### src/rtl/i2c_pkg.sv
// -----------------------------------------------------------------------------
// i2c_pkg
// Shared definitions for the I2C register-transaction sequencer:
//   - byte-engine command bit constants (START/WRITE/READ/STOP/ACK)
//   - sequencer FSM state encoding
//   - byte-select codes used by the sequence ROM
//   - sequence lengths for write (3 steps) and read (4 steps)
// No ports; imported by the interface, the ROM and the top.
// -----------------------------------------------------------------------------
package i2c_pkg;

  localparam logic [4:0] CMD_START = 5'b00001;
  localparam logic [4:0] CMD_WRITE = 5'b00010;
  localparam logic [4:0] CMD_READ  = 5'b00100;
  localparam logic [4:0] CMD_STOP  = 5'b01000;
  // ACK=1 tells the engine the master answers the read byte with NACK.
  localparam logic [4:0] CMD_ACK   = 5'b10000;

  localparam int SEQ_LEN_WR = 3;
  localparam int SEQ_LEN_RD = 4;

  typedef enum logic [2:0] {
    ST_IDLE    = 3'd0,
    ST_ISSUE   = 3'd1,
    ST_WAIT    = 3'd2,
    ST_RECOVER = 3'd3,
    ST_RESP    = 3'd4
  } state_t;

  typedef enum logic [2:0] {
    SEL_DEV_W = 3'd0,  // {DEV_ADDR, 0}
    SEL_ADDR  = 3'd1,  // register address
    SEL_WDATA = 3'd2,  // write data
    SEL_DEV_R = 3'd3,  // {DEV_ADDR, 1}
    SEL_ZERO  = 3'd4   // 0x00
  } sel_t;

endpackage

### src/rtl/i2c_reg_ctrl_if.sv
// -----------------------------------------------------------------------------
// i2c_reg_ctrl_if
// Bundles the request/response channel and the byte-engine command channel of
// the register sequencer.
//   slave  : view of the sequencer itself
//   master : view of whoever drives requests and models the byte engine
// Handshakes:
//   request  - transfer happens on a clock edge where req_vld && req_rdy;
//              req_rdy is high only while the sequencer is idle, and req_*
//              are captured on that edge.
//   response - rsp_vld is a single-cycle pulse, no ready; rsp_rdata/rsp_err
//              are meaningful only while rsp_vld is high.
//   command  - cmd_vld is a single-cycle issue strobe; cmd/wr_data stay stable
//              until the engine's done pulse for that command.
// dbg_state mirrors the sequencer FSM state for observation.
// -----------------------------------------------------------------------------
interface i2c_reg_ctrl_if;
  import i2c_pkg::*;

  logic       req_vld;
  logic       req_rdy;
  logic       req_wr;
  logic [7:0] req_addr;
  logic [7:0] req_wdata;
  logic       rsp_vld;
  logic [7:0] rsp_rdata;
  logic       rsp_err;
  logic [4:0] cmd;
  logic [7:0] wr_data;
  logic       cmd_vld;
  logic       done;
  logic [7:0] rd_data;
  logic       rd_data_vld;
  logic       rev_ack;
  state_t     dbg_state;

  modport slave (
    input  req_vld, req_wr, req_addr, req_wdata, done, rd_data, rd_data_vld, rev_ack,
    output req_rdy, rsp_vld, rsp_rdata, rsp_err, cmd, wr_data, cmd_vld, dbg_state
  );

  modport master (
    output req_vld, req_wr, req_addr, req_wdata, done, rd_data, rd_data_vld, rev_ack,
    input  req_rdy, rsp_vld, rsp_rdata, rsp_err, cmd, wr_data, cmd_vld, dbg_state
  );

endinterface

### src/rtl/i2c_seq_rom.sv
// -----------------------------------------------------------------------------
// i2c_seq_rom
// Combinational map from (transfer direction, step) to the engine command,
// the byte to send and a last-step flag.
// Ports:
//   wr   in  1  1 = write sequence, 0 = read sequence
//   step in  2  step index
//   cmd  out 5  engine command bits
//   sel  out    byte select code
//   last out 1  this step ends the sequence
// -----------------------------------------------------------------------------
module i2c_seq_rom
  import i2c_pkg::*;
(
  input  logic       wr,
  input  logic [1:0] step,
  output logic [4:0] cmd,
  output sel_t       sel,
  output logic       last
);

  always_comb begin
    cmd  = '0;
    sel  = SEL_ZERO;
    last = (int'(step) == ((wr ? SEQ_LEN_WR : SEQ_LEN_RD) - 1));
    unique case (step)
      2'd0: begin cmd = CMD_START | CMD_WRITE; sel = SEL_DEV_W; end
      2'd1: begin cmd = CMD_WRITE;             sel = SEL_ADDR;  end
      2'd2: begin
        if (wr) begin
          cmd = CMD_WRITE | CMD_STOP;
          sel = SEL_WDATA;
        end else begin
          // repeated START with the read address
          cmd = CMD_START | CMD_WRITE;
          sel = SEL_DEV_R;
        end
      end
      default: begin
        // read: single byte, master NACKs it and stops; write never gets here
        cmd = wr ? 5'd0 : (CMD_READ | CMD_STOP | CMD_ACK);
        sel = SEL_ZERO;
      end
    endcase
  end

endmodule

### src/rtl/i2c_reg_ctrl.sv
// -----------------------------------------------------------------------------
// i2c_reg_ctrl
// Breaks a single-register write/read request into I2C byte-engine commands,
// waits for each done, checks the slave ACK after every written byte, forces
// a STOP on an early NACK and returns one response per request.
// Ports:
//   sys_clk  in  clock
//   sys_rst  in  synchronous active-high reset
//   bus      i2c_reg_ctrl_if.slave (request, response, engine command channel)
// Parameters: DEV_ADDR (7-bit slave address), MAX_RETRY (address retries).
// Build option: define I2C_REG_CTRL_RETRY_EN to retry an address-byte NACK
// up to MAX_RETRY times before reporting an error.
// -----------------------------------------------------------------------------
module i2c_reg_ctrl
  import i2c_pkg::*;
#(
  parameter logic [6:0] DEV_ADDR  = 7'b1010_100,
  parameter int         MAX_RETRY = 2
) (
  input logic           sys_clk,
  input logic           sys_rst,
  i2c_reg_ctrl_if.slave bus
);

  state_t     state, state_next;
  logic [1:0] step, step_next;
  logic       wr_q;
  logic [7:0] addr_q, wdata_q;
  logic [4:0] cmd_q;
  logic [7:0] data_q;
  logic       last_q;
  logic       rec_busy;   // recovery command already strobed
  logic [7:0] rdata_q;
  logic       err_q;
  logic       load_seq, load_rec, set_err;

  logic       idle;
  logic       rom_wr;
  logic [4:0] rom_cmd;
  sel_t       rom_sel;
  logic       rom_last;
  logic [7:0] src_addr, src_wdata, seq_byte;

`ifdef I2C_REG_CTRL_RETRY_EN
  localparam int RW = (MAX_RETRY < 2) ? 1 : $clog2(MAX_RETRY + 1);
  logic [RW-1:0] retry_q;
  logic          retry_inc;
`endif

  assign idle = (state == ST_IDLE);

  // While idle the ROM looks at the live request so the first command can be
  // loaded on the acceptance edge.
  assign rom_wr    = idle ? bus.req_wr    : wr_q;
  assign src_addr  = idle ? bus.req_addr  : addr_q;
  assign src_wdata = idle ? bus.req_wdata : wdata_q;

  i2c_seq_rom u_rom (
    .wr   (rom_wr),
    .step (step_next),
    .cmd  (rom_cmd),
    .sel  (rom_sel),
    .last (rom_last)
  );

  always_comb begin
    seq_byte = 8'h00;
    unique case (rom_sel)
      SEL_DEV_W: seq_byte = {DEV_ADDR, 1'b0};
      SEL_ADDR:  seq_byte = src_addr;
      SEL_WDATA: seq_byte = src_wdata;
      SEL_DEV_R: seq_byte = {DEV_ADDR, 1'b1};
      default:   seq_byte = 8'h00;
    endcase
  end

  always_comb begin
    state_next = state;
    step_next  = step;
    load_seq   = 1'b0;
    load_rec   = 1'b0;
    set_err    = 1'b0;
`ifdef I2C_REG_CTRL_RETRY_EN
    retry_inc  = 1'b0;
`endif
    unique case (state)
      ST_IDLE: begin
        if (bus.req_vld) begin
          state_next = ST_ISSUE;
          step_next  = 2'd0;
          load_seq   = 1'b1;
        end
      end
      ST_ISSUE: state_next = ST_WAIT;
      ST_WAIT: begin
        if (bus.done) begin
          if (last_q) begin
            // a NACK here already went out with STOP, so no recovery needed
            state_next = ST_RESP;
            set_err    = cmd_q[1] & bus.rev_ack;
          end else if (cmd_q[1] && bus.rev_ack) begin
            state_next = ST_RECOVER;
            load_rec   = 1'b1;
          end else begin
            state_next = ST_ISSUE;
            step_next  = step + 2'd1;
            load_seq   = 1'b1;
          end
        end
      end
      ST_RECOVER: begin
        if (rec_busy && bus.done) begin
          state_next = ST_RESP;
          set_err    = 1'b1;
`ifdef I2C_REG_CTRL_RETRY_EN
          // step still names the byte that was NACKed; only step0 retries
          if (step == 2'd0 && int'(retry_q) < MAX_RETRY) begin
            state_next = ST_ISSUE;
            set_err    = 1'b0;
            load_seq   = 1'b1;
            retry_inc  = 1'b1;
          end
`endif
        end
      end
      ST_RESP: state_next = ST_IDLE;
      default: state_next = ST_IDLE;
    endcase
  end

  always_ff @(posedge sys_clk) begin
    if (sys_rst) begin
      state    <= ST_IDLE;
      step     <= 2'd0;
      wr_q     <= 1'b0;
      addr_q   <= 8'h00;
      wdata_q  <= 8'h00;
      cmd_q    <= 5'd0;
      data_q   <= 8'h00;
      last_q   <= 1'b0;
      rec_busy <= 1'b0;
      rdata_q  <= 8'h00;
      err_q    <= 1'b0;
`ifdef I2C_REG_CTRL_RETRY_EN
      retry_q  <= '0;
`endif
    end else begin
      state    <= state_next;
      step     <= step_next;
      rec_busy <= (state == ST_RECOVER);
      if (idle && bus.req_vld) begin
        wr_q    <= bus.req_wr;
        addr_q  <= bus.req_addr;
        wdata_q <= bus.req_wdata;
        rdata_q <= 8'h00;
        err_q   <= 1'b0;
`ifdef I2C_REG_CTRL_RETRY_EN
        retry_q <= '0;
`endif
      end
`ifdef I2C_REG_CTRL_RETRY_EN
      if (retry_inc) retry_q <= retry_q + 1'b1;
`endif
      if (load_seq) begin
        cmd_q  <= rom_cmd;
        data_q <= seq_byte;
        last_q <= rom_last;
      end
      if (load_rec) begin
        // dummy 0xFF byte with STOP releases the bus after a NACK
        cmd_q  <= CMD_WRITE | CMD_STOP;
        data_q <= 8'hFF;
        last_q <= 1'b0;
      end
      if (bus.rd_data_vld && !idle) rdata_q <= bus.rd_data;
      if (set_err) err_q <= 1'b1;
    end
  end

  assign bus.req_rdy   = idle;
  assign bus.cmd_vld   = (state == ST_ISSUE) || (state == ST_RECOVER && !rec_busy);
  assign bus.cmd       = cmd_q;
  assign bus.wr_data   = data_q;
  assign bus.rsp_vld   = (state == ST_RESP);
  assign bus.rsp_rdata = rdata_q;
  assign bus.rsp_err   = err_q;
  assign bus.dbg_state = state;

endmodule

### src/flat_wrapper.sv
// flat-port wrapper written by rule: the top's interface ports become plain ports
module i2c_reg_ctrl_flat import i2c_pkg::*;
#(
  parameter logic [6:0] DEV_ADDR  = 7'b1010_100,
  parameter int         MAX_RETRY = 2
)
  (sys_clk, sys_rst, bus_req_vld, bus_req_wr, bus_req_addr, bus_req_wdata, bus_done, bus_rd_data, bus_rd_data_vld, bus_rev_ack, bus_req_rdy, bus_rsp_vld, bus_rsp_rdata, bus_rsp_err, bus_cmd, bus_wr_data, bus_cmd_vld, bus_dbg_state);
  i2c_reg_ctrl_if bus_i ();
  input logic sys_clk;
  input logic sys_rst;
  input wire logic [$bits(bus_i.req_vld)-1:0] bus_req_vld;
  input wire logic [$bits(bus_i.req_wr)-1:0] bus_req_wr;
  input wire logic [$bits(bus_i.req_addr)-1:0] bus_req_addr;
  input wire logic [$bits(bus_i.req_wdata)-1:0] bus_req_wdata;
  input wire logic [$bits(bus_i.done)-1:0] bus_done;
  input wire logic [$bits(bus_i.rd_data)-1:0] bus_rd_data;
  input wire logic [$bits(bus_i.rd_data_vld)-1:0] bus_rd_data_vld;
  input wire logic [$bits(bus_i.rev_ack)-1:0] bus_rev_ack;
  output wire logic [$bits(bus_i.req_rdy)-1:0] bus_req_rdy;
  output wire logic [$bits(bus_i.rsp_vld)-1:0] bus_rsp_vld;
  output wire logic [$bits(bus_i.rsp_rdata)-1:0] bus_rsp_rdata;
  output wire logic [$bits(bus_i.rsp_err)-1:0] bus_rsp_err;
  output wire logic [$bits(bus_i.cmd)-1:0] bus_cmd;
  output wire logic [$bits(bus_i.wr_data)-1:0] bus_wr_data;
  output wire logic [$bits(bus_i.cmd_vld)-1:0] bus_cmd_vld;
  output wire logic [$bits(bus_i.dbg_state)-1:0] bus_dbg_state;
  assign bus_i.req_vld = bus_req_vld;
  assign bus_i.req_wr = bus_req_wr;
  assign bus_i.req_addr = bus_req_addr;
  assign bus_i.req_wdata = bus_req_wdata;
  assign bus_i.done = bus_done;
  assign bus_i.rd_data = bus_rd_data;
  assign bus_i.rd_data_vld = bus_rd_data_vld;
  assign bus_i.rev_ack = bus_rev_ack;
  assign bus_req_rdy = bus_i.req_rdy;
  assign bus_rsp_vld = bus_i.rsp_vld;
  assign bus_rsp_rdata = bus_i.rsp_rdata;
  assign bus_rsp_err = bus_i.rsp_err;
  assign bus_cmd = bus_i.cmd;
  assign bus_wr_data = bus_i.wr_data;
  assign bus_cmd_vld = bus_i.cmd_vld;
  assign bus_dbg_state = bus_i.dbg_state;
  i2c_reg_ctrl #(.DEV_ADDR(DEV_ADDR), .MAX_RETRY(MAX_RETRY)) u_core (.sys_clk(sys_clk), .sys_rst(sys_rst), .bus(bus_i));
endmodule
### config.mk
export PLATFORM = sky130hd
export DESIGN_NAME = i2c_reg_ctrl_flat
export DESIGN_NICKNAME = d
export VERILOG_FILES = /design/src/rtl/i2c_pkg.sv /design/src/rtl/i2c_reg_ctrl_if.sv /design/src/rtl/i2c_seq_rom.sv /design/src/rtl/i2c_reg_ctrl.sv /design/src/flat_wrapper.sv
export SDC_FILE = /design/constraint.sdc
export NUM_CORES = 1
export LEC_CHECK = 0
export ABC_AREA = 1
export BUFFER_PORTS_ARGS = -buffer_cell sky130_fd_sc_hd__buf_2
export CORE_MARGIN = 2
export CORE_UTILIZATION = 56
export CTS_CLUSTER_DIAMETER = 50
export DETAILED_ROUTE_END_ITERATION = 10
export PLACE_DENSITY = 0.8
export SYNTH_ARGS = -nofsm -noshare
export SYNTH_HDL_FRONTEND = slang
export SYNTH_SLANG_ARGS = --single-unit
### constraint.sdc
create_clock -name sys_clk -period 3.65 [get_ports sys_clk]
set_clock_uncertainty 0.05 [all_clocks]
set_input_delay 0.73 -clock sys_clk [delete_from_list [all_inputs] [get_ports sys_clk]]
set_output_delay 0.73 -clock sys_clk [all_outputs]
set_load 0.02 [all_outputs]
==> flow_summary_export.csv, run 1 <==
group,metric,value,unit
run_status,status,"complete, no violations",
worst_setup_path,crit_family,"buffers and inverters",
routing,final_antenna_net_count,0,
floorplan,start_util,59.1,%
clock_tree,cts_made_buffers,5,
routing,vias,2221,
floorplan,die-area,4440,um^2
synth,synth.top_cell.area_share,41.0,%
layout,seqCellArea,901,um^2
global_routing,globalRouteOverflowTotal,0,
clock_tree,tritoncts,"yes",
clock_tree,cts-root-buf,"clkbuf_8",
power_and_ir_drop,power.leakage,1.22,nW
synth,syn_nets,361,
worst_setup_path,cp.arrival,1.86,ns
place,numPortBuffers,58,
worst_setup_path,crit_fanout,35,
global_routing,grt_max_degree,37,
layout,final_nets,408,
layout,multi_input_area,1090,um^2
synth,yosys.area.top_type,"dfxtp_1",
routing,wl,5100,um
sta,tns,0,ns
floorplan,core-area,3720,um^2
synth,synth_common_cells,"nand2_1 (110), dfxtp_1 (45), a21oi_1 (39)",
routing,drc,0,
sta,fin_crit_sh,72.4,%
synth,synth_cells,330,
floorplan,die_w,66.6,um
power_and_ir_drop,peakVddDrop,0.306,mV
clock_tree,clk_pin_slew_worst_paths,0.08,ns
sta,relSlewSlack,58.3,%
clock_tree,post_cts_resized,0,
synth,ys_ff_latch,45,
power_and_ir_drop,powerDensity,421,nW/um^2
synth,syn-cell-area,2200,um^2
routing,viasPerCell,5.23,
floorplan,die-height,66.6,um
sta,finalHoldViolCount,0,
place,post-place-ws,1.16,ns
synth,synth-edff-count,0,
routing,drt_iter0_drc,141,
worst_setup_path,start_kind,"flop",
layout,area_delta_synth_final,15.9,%
clock_tree,clockBufferDepth,2,
synth,synth-simple-area-share,32.3,%
layout,final_util,68.5,%
place,globalplace.congestion,0.899,
sta,drv_slew,0,
synth,synthAdderAreaFrac,0,%
sta,tightest_slew,0.626,ns
layout,drive_gt1_share,20.7,%
worst_setup_path,crit_required,2.87,ns
worst_setup_path,end_kind,"output port",
global_routing,grt_pass1_wl,8390,um
clock_tree,clock_sinks,45,
sta,period_needed,2.64,ns
worst_setup_path,max_stage_delay,0.48,ns
synth,synthDistinctLibCells,25,
synth,yosys_warnings,0,
synth,synth_most_common_cell,"nand2_1",
run,maxCapViolCount,0,
min_path,worstHoldPathType,"flop to flop",
worst_setup_path,worstPathCellList,"nor2_4, nand2_2, inv_2, buf_2",
synth,synthArstFlopShare,0,%
synth,synth_compound_area_share,17.4,%
clock_tree,worstSkewPairLatency,0.30,ns
sta,final.setup.worst_slack,1.01,ns
layout,antennaDiodeCount,0,
synth,synthFlopType,"dfxtp_1",
routing,wl_per_cell,12.0,um
sta,rsz0062_at_grt,"no",
sta,hold_ws,0.408,ns
synth,synth.area.mux_share,0,%
floorplan,io_pins,59,
sta,finalSetupViolCount,0,
global_routing,grtUsageTotal,24.8,%
floorplan,rows,22,
layout,fillCellCount,336,
synth,synth_top_family_by_area,"simple AND/OR/NAND/NOR gates",
clock_tree,h-tree-depth,2,
clock_tree,post_cts_buffers,0,
worst_setup_path,criticalPathCategory,"flop to output port",
synth,synthTopCellsByArea,"dfxtp_1 (41%), nand2_1 (19%), a21oi_1 (8.9%)",
global_routing,antenna_found_initial,0,
place,dpl.hpwl,3640,um
clock_tree,cts_hold_buf,0,
synth,synth_area_per_cell,6.66,um^2
routing,dr.pass1.iters,4,
global_routing,grt_pass1_vias,1959,
synth,synth-xor-area-share,0,%
worst_setup_path,path_buf_inv,2,
sta,max_freq,0.379,GHz
worst_setup_path,slowest_stage,"inv_2",
synth,ys_seq_area_share,41.0,%
area by class of cell:
cell class / count / area share [%]
sequential: 45 / 35.4
tap: 48 / 2.36
inverter: 31 / 4.57
clock buffer: 7 / 3.39
multi-input combinational: 236 / 42.9
timing repair buffer: 58 / 11.4
state kept, by name, indices dropped and copies added (netlist names):
register and count:
u_core.last_q 1, u_core.step 2, u_core.bus.cmd 4, u_core.rec_busy 1, u_core.bus.rsp_err 1, u_core.addr_q 8, u_core.bus.wr_data 8, u_core.bus.rsp_rdata 8
u_core.bus.dbg_state 3, u_core.wdata_q 8, u_core.wr_q 1
kinds of logic (layout without fill, tap and decap cells):
logic type / after synthesis / count (layout)
buffers and inverters: 49 / 96
DFF: 45 / 45
AOI/OAI and AO/OA: 72 / 72
and+or+nand+nor: 164 / 164
worst register-to-register path: stages, from the launching register on:
cell     delay, ns
dfxtp_1       0.39
nor2_4        0.17
nand2_2       0.26
inv_2         0.49
nand2_4       0.34
o21ai_2       0.19
nor2_4        0.07
nor2_4        0.18
nand2_1       0.07
nand2_1       0.08
nand2_1       0.06
a21oi_1       0.11
stage by stage:
step                cell area (um^2)  instances  total power, mW
floorplan                       2200        330            0.714
global placement                2460        418            0.765
detailed placement              2460        418            0.770
CTS                             2550        425             1.08
global route                    2550        425             1.13
finish                          2550        425             1.07
worst paths after layout:
path	slack [ns]	depth (start not counted)	startpoint	to
hold / removal	0.41	2	u_core.addr_q[2]	u_core.addr_q[2]
setup / recovery	1.01	4	u_core.bus.dbg_state[0]	bus_req_rdy
hold reg to reg	0.41	2	u_core.addr_q[2]	u_core.addr_q[2]
setup reg to reg	1.14	11	u_core.bus.dbg_state[0]	u_core.bus.wr_data[2]
per-layer routing:
metal / part of all wire (%) / GRT usage (%)
met2: 48 / 43.9
met3: 4.9 / 4.05
met4: 1.4 / 9.18
met1: 45 / 30.1
met5: 0 / 0
cells in the final DEF, fill, tap and decap left out:
cell type	count
nand2_1	110
buf_2	58
dfxtp_1	45
a21oi_1	39
nand3_1	34
inv_1	23
o21ai_0	19
nor2_1	7
clkbuf_8	6
o21ai_1	5
clkinv_1	5
nand4_1	4
nor2_4	3
inv_2	3
o21ai_2	3
nor2_2	2
a31oi_1	2
o22ai_1	2
nand2_2	1
nor3_1	1
nand2_4	1
o21bai_1	1
or2_2	1
a2111oi_0	1
clkbuf_1	1
power breakdown:
part           total, mW  leakage (nW)  switching, mW  internal (mW)
Clock              0.311        0.0443          0.161          0.150
Sequential         0.537         0.368         0.0162          0.521
Combinational      0.223         0.806          0.153         0.0697
Total               1.07          1.22          0.330          0.741
(Power assumes the default switching activity.)
==> run 2: changes to the inputs <==
- ABC_AREA: 1 -> 0
- CORE_UTILIZATION: 56 -> 51
- PLACE_DENSITY: 0.8 -> 0.75
- clock period: 3.65 -> 2.6 ns (I/O delays scaled with it)
==> flow_summary_export.csv, run 2 <==
group,metric,value,unit
run_status,status,"complete, no violations",
floorplan,io_pins,59,
worst_setup_path,startpoint,"u_core.bus.dbg_state[0]",
synth,synth_most_common_cell,"nand2_1",
global_routing,globalRouteOverflowTotal,0,
synth,synth-edff-count,0,
worst_setup_path,criticalPathCategory,"flop to output port",
synth,synth_cells,253,
routing,dr.pass1.iters,4,
layout,layout_common_cells,"buf_2 (58), nand2_1 (46), dfxtp_1 (45)",
synth,synthArstFlopShare,0,%
worst_setup_path,end_kind,"output port",
power_and_ir_drop,powerDensity,632,nW/um^2
synth,yosys_warnings,0,
worst_setup_path,slowest_stage,"dfxtp_1",
run,maxCapViolCount,0,
clock_tree,cts_made_buffers,5,
layout,final_nets,339,
layout,layout_commonest_cell,"buf_2",
floorplan,die-height,67.7,um
synth,synthTopCellsByArea,"dfxtp_1 (43%), a21oi_1 (11%), nand2_1 (8.3%)",
power_and_ir_drop,totalPowerFinal,1.60,mW
worst_setup_path,worstReg2RegStart,"u_core.bus.dbg_state[0]",
routing,wl_per_cell,13.8,um
floorplan,rows,23,
global_routing,antenna_found_initial,0,
clock_tree,cts-root-buf,"clkbuf_8",
sta,period_needed,2.15,ns
layout,area_delta_synth_final,22.1,%
floorplan,core-area,3940,um^2
sta,rsz0062_at_grt,"no",
synth,synth.top_cell.area_share,43.5,%
routing,drc,0,
power_and_ir_drop,peakVddDrop,0.437,mV
sta,drv_slew,0,
synth,synthDistinctLibCells,42,
worst_setup_path,crit_fanout,22,
global_routing,grt_pass1_vias,1754,
layout,antennaDiodeCount,0,
floorplan,die_w,67.7,um
sta,tns,0,ns
place,globalplace.congestion,0.838,
layout,drive_gt1_share,25.6,%
routing,drt_iter0_drc,91,
synth,yosys.area.top_type,"dfxtp_1",
routing,viasPerCell,5.51,
routing,final_antenna_net_count,0,
clock_tree,post_cts_resized,0,
worst_setup_path,worstPathCellList,"nor3_4, buf_4, buf_2",
clock_tree,cts_hold_buf,0,
worst_setup_path,path_buf_inv,2,
synth,synth_common_cells,"nand2_1 (46), dfxtp_1 (45), a21oi_1 (44)",
worst_setup_path,start_kind,"flop",
worst_setup_path,r2r_setup_slack,0.49,ns
clock_tree,clockBufferDepth,2,
clock_tree,h-tree-depth,2,
sta,final.setup.worst_slack,0.452,ns
sta,finalHoldViolCount,0,
synth,synthFlopType,"dfxtp_1",
worst_setup_path,reg2regPathDepth,5,
synth,synth_area_per_cell,8.19,um^2
sta,relSlewSlack,61.5,%
worst_setup_path,r2r-end,"u_core.bus.cmd[3]",
clock_tree,worstSkewPairLatency,0.30,ns
clock_tree,clk_pin_slew_worst_paths,0.09,ns
global_routing,grt_max_degree,29,
sta,max_freq,0.466,GHz
sta,tightest_slew,0.562,ns
worst_setup_path,crit_path_end,"bus_req_rdy",
clock_tree,post_cts_buffers,0,
power_and_ir_drop,power.leakage,1.09,nW
clock_tree,tritoncts,"yes",
synth,ys_seq_area_share,43.5,%
synth,ys_ff_latch,45,
sta,fin_crit_sh,82.6,%
min_path,worstHoldPathType,"input pin to flop",
worst_setup_path,path_depth,3,
synth,syn_nets,284,
synth,syn-cell-area,2070,um^2
global_routing,grtUsageTotal,22.7,%
place,post-place-ws,0.492,ns
place,dpl.hpwl,3570,um
sta,finalSetupViolCount,0,
global_routing,grt_pass1_wl,7810,um
routing,wl,4970,um
worst_setup_path,cp.arrival,1.58,ns
worst_setup_path,crit_required,2.03,ns
worst_setup_path,crit_family,"buffers and inverters",
floorplan,die-area,4590,um^2
worst_setup_path,max_stage_delay,0.44,ns
routing,vias,1978,
floorplan,start_util,52.6,%
clock_tree,clock_sinks,45,
place,numPortBuffers,58,
==> run 2: logic make-up after synthesis <==
logic type | share of synthesized area (%)
muxes | 6.76
xor gates and xnor gates | 0.423
AOI/OAI and AO/OA | 21.9
DFF | 43.5
buffers and inverters | 4.95
and+or+nand+nor | 22.5
==> run 2: how the worst min path moves through the flow <==
stage | startpoint | end | slack, ns | cells past startpoint
finish | bus_rd_data[4] | u_core.bus.rsp_rdata[4] | 0.39 | 3
global route | bus_rd_data[1] | u_core.bus.rsp_rdata[1] | 0.40 | 3
global placement | u_core.wdata_q[3] | u_core.wdata_q[3] | 0.39 | 2
CTS | bus_rd_data[0] | u_core.bus.rsp_rdata[0] | 0.39 | 3
detailed placement | u_core.wdata_q[5] | u_core.wdata_q[5] | 0.39 | 2
floorplan | u_core.wdata_q[3] | u_core.wdata_q[3] | 0.38 | 2
==> run 2: through the flow <==
step / hold WS [ns] / area, um^2 / std cells / utilization, %
global route: 0.400 / 2530 / 359 / 64.2
detailed placement: 0.394 / 2420 / 351 / 61.3
CTS: 0.390 / 2530 / 359 / 64.2
floorplan: 0.382 / 2070 / 253 / -
finish: 0.392 / 2530 / 359 / 64.2
global placement: 0.387 / 2420 / 351 / 61.3
==> run 2: layout make-up <==
cell class                 count  area (um^2)
tap                           50         62.6
clock buffer                   6         72.6
inverter                       4         15.0
fill                         349         1410
sequential                    45          901
timing repair buffer          68          365
multi-input combinational    184         1070
clock inverter                 2         38.8
==> run 2: power by group <==
| group | switching, mW | internal, mW |
|---|---|---|
| logic | 0.183 | 0.122 |
| registers | 0.0288 | 0.729 |
| clock network | 0.246 | 0.289 |
| total | 0.459 | 1.14 |
==> run 2: worst reg2reg max path, delay by kind of cell, from the launching register on <==
family / cells / cell delay [ns]
AOI/OAI and AO/OA: 2 / 0.43
DFF: 1 / 0.44
muxes: 1 / 0.53
and+or+nand+nor: 2 / 0.56
==> run 2: routing by layer <==
layer | GRT usage [%] | up-vias | part of all wire [%]
li1 | - | 1011 | -
met5 | 0 | - | 0
met2 | 38.2 | 51 | 50
met1 | 28.1 | 909 | 44
met3 | 4.33 | 7 | 4.8
met4 | 9.18 | 0 | 1.4
